`config.mk`:
```
export PLATFORM = sky130hd
export DESIGN_NAME = avg_pool_sequencer
export DESIGN_NICKNAME = d
export VERILOG_FILES = /design/src/rtl/avg_pool_sequencer.sv
export SDC_FILE = /design/constraint.sdc
export NUM_CORES = 1
export LEC_CHECK = 0
export ABC_AREA = 1
export ABC_CLOCK_PERIOD_IN_PS = 12400
export CAP_MARGIN = 20
export CELL_PAD_IN_SITES_DETAIL_PLACEMENT = 2
export CELL_PAD_IN_SITES_GLOBAL_PLACEMENT = 2
export CORE_UTILIZATION = 30
export DETAILED_ROUTE_END_ITERATION = 12
export DONT_BUFFER_PORTS = 1
export PLACE_DENSITY = 0.7
export SETUP_SLACK_MARGIN = 0.02
export SLEW_MARGIN = 5
export SYNTH_ARGS = -nofsm -noshare
export SYNTH_HDL_FRONTEND = slang
export SYNTH_SLANG_ARGS = --single-unit
```
`constraint.sdc`:
```
create_clock -name i_clk -period 12.4 [get_ports i_clk]
set_input_delay 0.62 -clock i_clk [delete_from_list [all_inputs] [get_ports i_clk]]
set_output_delay 0.62 -clock i_clk [all_outputs]
set_load 0.01 [all_outputs]
```
`src/rtl/avg_pool_sequencer.sv`:
```
// Global average pool over 16 channels: accumulates N_ELEM samples per channel,
// scales by a reciprocal, then streams the 16 averages out as six write beats.
module avg_pool_sequencer #(
   parameter int N_ELEM = 49,
   parameter int RECIP  = 1337
) (
   input  logic        i_clk,
   input  logic        i_rst,
   input  logic        i_start,
   input  logic        i_valid,
   input  logic [15:0] i_data,
   output logic        o_ready,
   output logic [5:0]  o_opcode,
   output logic [47:0] o_wdata,
   output logic        o_wvalid,
   input  logic        i_wready,
   output logic        o_busy,
   output logic        o_done
);

   localparam int N_CH = 16;
   localparam int EW   = (N_ELEM > 1) ? $clog2(N_ELEM) : 1;

   typedef enum logic [1:0] {
      IDLE  = 2'd0,
      ACCUM = 2'd1,
      WRITE = 2'd2
   } state_t;

   state_t             state_r;
   logic signed [21:0] acc_r;
   logic [EW-1:0]      elem_r;
   logic [3:0]         ch_r;
   logic [2:0]         beat_r;
   logic signed [15:0] buf_r [N_CH];

   logic               sample_acc_s;
   logic               beat_acc_s;
   logic               last_elem_s;
   logic               last_ch_s;
   logic               last_beat_s;
   logic signed [21:0] sum_s;
   logic signed [33:0] prod_s;
   logic signed [15:0] avg_s;
   logic [2:0]         next_beat_s;
   logic [47:0]        next_wdata_s;

   // Handshakes, running sum and the scaled (floor) average of the current channel
   always_comb begin
      sample_acc_s = i_valid && o_ready;
      beat_acc_s   = o_wvalid && i_wready;
      last_elem_s  = (elem_r == EW'(N_ELEM - 1));
      last_ch_s    = (ch_r == 4'd15);
      last_beat_s  = (beat_r == 3'd5);
      sum_s        = acc_r + {{6{i_data[15]}}, i_data};
      prod_s       = $signed({{12{sum_s[21]}}, sum_s}) * $signed(34'(RECIP));
      avg_s        = 16'(prod_s >>> 16);
   end

   // Beat to be loaded next: beat 0 when leaving ACCUM, otherwise the successor
   always_comb begin
      if (state_r == WRITE) begin
         next_beat_s = beat_r + 3'd1;
      end else begin
         next_beat_s = 3'd0;
      end
   end

   // Lane packing: three channels per beat, the last beat carries channel 15 alone
   always_comb begin
      next_wdata_s = 48'd0;
      case (next_beat_s)
         3'd0:    next_wdata_s = {buf_r[2],  buf_r[1],  buf_r[0]};
         3'd1:    next_wdata_s = {buf_r[5],  buf_r[4],  buf_r[3]};
         3'd2:    next_wdata_s = {buf_r[8],  buf_r[7],  buf_r[6]};
         3'd3:    next_wdata_s = {buf_r[11], buf_r[10], buf_r[9]};
         3'd4:    next_wdata_s = {buf_r[14], buf_r[13], buf_r[12]};
         3'd5:    next_wdata_s = {32'd0, buf_r[15]};
         default: next_wdata_s = 48'd0;
      endcase
   end

   // Sequencer FSM with all outputs registered
   always_ff @(posedge i_clk or posedge i_rst) begin
      if (i_rst) begin
         state_r  <= IDLE;
         acc_r    <= 22'sd0;
         elem_r   <= '0;
         ch_r     <= 4'd0;
         beat_r   <= 3'd0;
         o_ready  <= 1'b0;
         o_opcode <= 6'd0;
         o_wdata  <= 48'd0;
         o_wvalid <= 1'b0;
         o_busy   <= 1'b0;
         o_done   <= 1'b0;
         for (int i = 0; i < N_CH; i++) begin
            buf_r[i] <= 16'sd0;
         end
      end else begin
         o_done <= 1'b0;
         case (state_r)
            IDLE: begin
               if (i_start) begin
                  state_r <= ACCUM;
                  o_ready <= 1'b1;
                  o_busy  <= 1'b1;
                  acc_r   <= 22'sd0;
                  elem_r  <= '0;
                  ch_r    <= 4'd0;
               end
            end
            ACCUM: begin
               if (sample_acc_s) begin
                  if (last_elem_s) begin
                     buf_r[ch_r] <= avg_s;
                     acc_r       <= 22'sd0;
                     elem_r      <= '0;
                     if (last_ch_s) begin
                        state_r  <= WRITE;
                        ch_r     <= 4'd0;
                        beat_r   <= 3'd0;
                        o_ready  <= 1'b0;
                        o_wvalid <= 1'b1;
                        o_opcode <= 6'd32;
                        o_wdata  <= next_wdata_s;
                     end else begin
                        ch_r <= ch_r + 4'd1;
                     end
                  end else begin
                     acc_r  <= sum_s;
                     elem_r <= elem_r + EW'(1);
                  end
               end
            end
            WRITE: begin
               if (beat_acc_s) begin
                  if (last_beat_s) begin
                     state_r  <= IDLE;
                     beat_r   <= 3'd0;
                     o_wvalid <= 1'b0;
                     o_opcode <= 6'd0;
                     o_wdata  <= 48'd0;
                     o_busy   <= 1'b0;
                     o_done   <= 1'b1;
                  end else begin
                     beat_r   <= next_beat_s;
                     o_opcode <= 6'd32 + {3'd0, next_beat_s};
                     o_wdata  <= next_wdata_s;
                  end
               end
            end
            default: begin
               state_r  <= IDLE;
               o_ready  <= 1'b0;
               o_wvalid <= 1'b0;
               o_opcode <= 6'd0;
               o_wdata  <= 48'd0;
               o_busy   <= 1'b0;
            end
         endcase
      end
   end

endmodule
```
==> Yosys cells after proc, flatten, opt, wreduce, memory -nomap -nowiden <==
Cells that the tools add are included.
{ "totals": {"reg_bits": 351, "word_cells": 129, "output_inout_bits": 58, "inputBits": 21} }
{ "classes": {"mul": 1, "eq_ne": 16, "n_bitwise": 4, "reduce_logical": 16, "addsub": 5, "magnitude_cmp": 2, "n_mux": 58} }
{ "op_table": {"columns": ["cell", "n"], "rows": [
  ["48-bit case mux with 6 select lines", 1],
  ["256-bit bitwise mux", 1],
  ["48-bit two-way mux", 5],
  ["48-bit case mux with 3 select lines", 1],
  ["22-bit two-way mux", 3],
  ["16-bit demux with 4-bit select", 1],
  ["6-bit two-way mux", 8],
  ["22-bit case mux with 2 select lines", 1],
  ["22-bit by 12-bit multiplier with 32-bit output (second input constant)", 1],
  ["22-bit adder", 1],
  ["3-bit two-way mux", 6],
  ["6-bit case mux with 3 select lines", 1],
  ["16-bit two-way mux", 1],
  ["4-bit two-way mux", 4],
  ["5-bit AND reduction", 3],
  ["1-bit two-way mux", 12],
  ["2-bit two-way mux", 6],
  ["2-bit != test (second input constant)", 6],
  ["6-bit case mux with 2 select lines", 1],
  ["6-bit AND reduction", 2],
  ["3-bit equality test (second input constant)", 3],
  ["1-bit case mux with 3 select lines", 3],
  ["4-bit case mux with 2 select lines", 1],
  ["4-bit AND reduction", 2],
  ["other kinds (21)", 28]
]} }

==> Depth between registers and ports, before layout <==
{ "logic_depth": {"word_depth": 8, "ltp_mapped": 38, "depth_no_buf": 37} }

==> Least setup slack after synthesis <==
OpenSTA, ideal clock, no wires.
{ "synth_timing": {"path_kind": "input -> register", "from": "in i_data[0]", "to": "reg buf_r[188] (netlist name)", "required_ns": 12.282, "cell_stages": 28, "arrival_ns": 6.318, "n_path_buf": 1, "setup_time_ns": 0.118, "path_slack_ns": 5.964, "cell_sequence": "ha_1 -> inv_1 -> fa_1 -> inv_1 -> nand3_1 -> nand2_1 -> a21boi_1 -> o21ai_0 -> xor2_1 -> inv_1 -> fa_1 -> inv_1 -> ha_1 -> fa_1 -> fa_1 -> inv_1 -> fa_1 -> inv_1 -> ha_1 -> a21oi_1 -> o21ai_0 -> a21oi_1 -> nor2_1 -> a211oi_1 -> nand3_2 -> buf_2 -> nand3_1 -> nand2_1"} }
{ "synth_via": {"elab_chain_cells": 3} }
{ "synth_rtl": {"columns": ["item", "line_no", "source"], "rows": [
  ["start: declaration", "11", "input logic [15:0] i_data,"],
  ["22-bit adder", "55", "sum_s = acc_r + {{6{i_data[15]}}, i_data};"],
  ["22-bit by 12-bit multiplier with 32-bit output", "56", "prod_s = $signed({{12{sum_s[21]}}, sum_s}) * $signed(34'(RECIP));"],
  ["256-bit bitwise mux", "116", "buf_r[ch_r] <= avg_s;"],
  ["end signal: indexed assignment", "116", null],
  ["end: declaration", "35", "logic signed [15:0] buf_r [N_CH];"]
]} }
No other way between the ends.
A chain may end at the register's enable or synchronous reset.

==> Worst setup path in the final report <==
{ "layout_timing": {"from": "reg acc_r[0]", "to": "reg buf_r[228] (netlist name)"} }
{ "layout_via": {"elab_chain_cells": 3} }
{ "layout_rtl": {"columns": ["item", "line_no", "source"], "rows": [
  ["start: declaration", "31", "logic signed [21:0] acc_r;"],
  ["start signal: assignment", "131", "acc_r <= sum_s;"],
  ["22-bit adder", "55", null],
  ["22-bit by 12-bit multiplier with 32-bit output", "56", null],
  ["256-bit bitwise mux", "116", null]
]} }
No other way between the ends.

==> summary.txt <==
Synth
  – Mapped Cells: 2653
  – Synth Cell Area: 21600 µm²
  – Post-Synth Adder-Cell Area: 14.2%
  – Post-Synth Simple-Gate Area: 24.4%
  – Xor/xnor share of the synthesized area: under 10%
  – Mean Syn Cell Area: 8.13 µm²
  – Largest family of logic cells by synthesized area: simple AND/OR/NAND/NOR gates
  – Synth async-reset ratio: 100%
  – Post-synthesis mux area share: 0%
  – Post-synth top area share: 40.5%
  – Top post-synthesis cells by area: dfrtp_1, nand2_1, ha_1
  – Compound-Gate Fraction of Synth Area: approximately 11%
  – Synth warn: 0
  – Synth Flop Type: dfrtp_1
  – Flops & latches, synth: 349
  – Post-synthesis sequential area ratio: 40.5%
  – Unique masters post-synth: 54
  – EDFF count, synth: 0
  – Leading area contributor after synthesis: dfrtp_1

GRT
  – Met3 Use GR: under 10%
  – First-pass GRT wire length: 125 mm
  – Met2 Use GR: around 39%
  – Antenna violations before repair: 1
  – GR Layer Usage met1: 27.5%
  – Global route overflow: 0
  – Largest net degree at the start of global routing: 113
  – Most used routing layer: met2
  – GR Util All Layers: around 22%
  – Vias in the first global route: 21.3k

STA
  – Max Clock Skew: 17.5 ps
  – Fin Hold WS: 61.6 ps
  – Maximum operating frequency: between 100 and 150 MHz
  – PnR worst setup slack: 4440 ps
  – Final hold vios: 0
  – Crit share post-route: 64.2%
  – RSZ-0062 raised after global routing: false
  – Setup TNS: 0 ps
  – Final min period: 7960 ps
  – Final Max Slew Viols: 0
  – Final Setup Violations: 0
  – Rel. slew slack: 21.6%
  – Worst-Margin Slew: 1170 ps

Critical path
  – Worst EP required: 12860 ps
  – Reg2reg setup slack: 4440 ps
  – Delay-heaviest family, CP: adder cells
  – Crit end category: flip-flop
  – CP max stage delay: around 870 ps
  – CP bufs+invs: 6
  – R2R Path Start: acc_r[0]
  – Critical path class: flip-flop to flip-flop
  – Worst Path Max Fanout: 16
  – Cell mode on critical path: inv_1
  – Critical Path Start: acc_r[0]
  – Critical R2R Capture: buf_r[228]
  – CP Launch Type: flip-flop
  – Slowest-stage cell, CP: nand3b_1
  – Stages on worst setup path: 25
  – R2r worst-path depth: 25
  – Worst endpoint data arrival time: 8420 ps

Place
  – Placed instance area: 22300 µm²
  – Routability cong.: 0.900
  – DP Worst Slack: 4260 ps
  – Port buffer count: 0
  – DP Wirelength: around 55 mm

Layout
  – Layout cells sized above 1: 7.09%
  – Most frequent cells in the layout: nand2_1, dfrtp_1, inv_1, nand3_1, o21ai_0
  – Area growth from synthesis to layout: 11.5%
  – FF/Latch Area: 8730 µm²
  – Layout Nets: 2829
  – Commonest non-fill, non-tap cell in the layout: nand2_1
  – Final instance area: 24000 µm²
  – Area of the multi-input gates: 11100 µm²
  – FILL cells: between 8k and 9k

Clock tree
  – Clock sinks: 349
  – # hold bufs at CTS: 0
  – Resize count post-CTS: 0
  – CTS buffer count: 44
  – Clk slew on worst S/H paths: ~60 ps
  – CTS Root Cell: clkbuf_16
  – CTS tree: done
  – CTS H-tree depth: 2
  – Post-CTS repair timing setup buffer count: 0
  – Clock Path Buffers: 3
  – Worst skew pair latency: 590 ps

Drt
  – Initial DRC count: 1007
  – Post-DR vias/cell: 5.20
  – Drt first pass iters: 5
  – DR vias: 18.6k
  – Routed WL per cell: ~22 µm
  – Antenna viol nets, final: 0
  – # DRC: 0
  – Post-Route WL: between 70 and 80 mm

Floorplan
  – Initial Util: 30.5%
  – Die height: ~270 µm
  – Rows: 97
  – Die X: 270 µm
  – Core Box Area: 70600 µm²
  – Boundary pin count: between 70 and 80
  – Die area: between 70000 and 80000 µm²

Worst hold path
  – Hold Path Class: input pin to asynchronous set/reset pin

Flow run
  – Max cap viols: 0

Run status
  – Status: completed
[registers in the layout, summed over array words and instances (netlist names)]
register  flops
o_wdata      48
ch_r          4
o_done        1
state_r       2
o_ready       1
buf_r       256
o_opcode      4
acc_r        22
o_wvalid      1
o_busy        1
beat_r        3
elem_r        6
[cell type report]
| type | count | share of cell area, % |
|---|---|---|
| timing repair buffer | 31 | 1.30 |
| inverter | 290 | 4.56 |
| clock inverter | 17 | 1.18 |
| tap | 940 | 4.89 |
| sequential | 349 | 36.3 |
| multi-input combinational | 1888 | 46.3 |
| antenna | 1 | 0.0104 |
| clock buffer | 63 | 5.46 |
[cell usage after synthesis (4+ instances only)]
library cell / n
inv_1: 280
o21a_1: 4
o21bai_1: 6
o21ai_1: 59
buf_6: 6
a31oi_1: 4
xor2_2: 6
nand2_1: 813
nor3_1: 21
o21ai_0: 172
nor2_1: 74
a21boi_0: 4
a21o_1: 6
nand2_2: 17
nand4_1: 29
a221oi_1: 24
xnor2_1: 11
ha_1: 135
fa_1: 69
nor3_2: 9
a22oi_1: 25
a21oi_1: 78
o211ai_1: 11
xor2_1: 23
nor2_2: 4
buf_2: 46
clkbuf_1: 61
inv_2: 10
nand3_2: 8
a21oi_2: 5
dfrtp_1: 349
buf_4: 11
nand3_1: 236
[per-stage QoR]
stage | utilization (%) | std cells
2_1_floorplan | - | 2654
3_3_place_gp | 31.6 | 3492
3_5_place_dp | 31.6 | 3493
4_1_cts | 33.9 | 3573
5_1_grt | 34.0 | 3578
6_report | 34.0 | 3579
[metal layers]
metal | vias to the layer above | part of all wire [%]
met5 | - | 0
met4 | 0 | 2.9
met1 | 9666 | 44
met2 | 312 | 50
li1 | 8502 | -
met3 | 121 | 3.4
[logic make-up after synthesis]
| kind of cell | Yosys count |
|---|---|
| AOI/OAI and AO/OA | 407 |
| xor gates and xnor gates | 43 |
| adders and majority gates | 204 |
| buffers and inverters | 417 |
| DFF | 349 |
| other | 2 |
| and+or+nand+nor | 1231 |
[how the worst max path moves through the flow]
stage	endpoint	slack, ps
6_report	buf_r[228]	4440
2_1_floorplan	acc_r[0]	2100
5_1_grt	buf_r[27]	3960
4_1_cts	buf_r[107]	4430
3_5_place_dp	buf_r[101]	4260
3_3_place_gp	buf_r[228]	4410
Power is left out: the tool's default activity adds up to more than one toggle a clock period on the data nets, which glitch-free logic cannot reach.
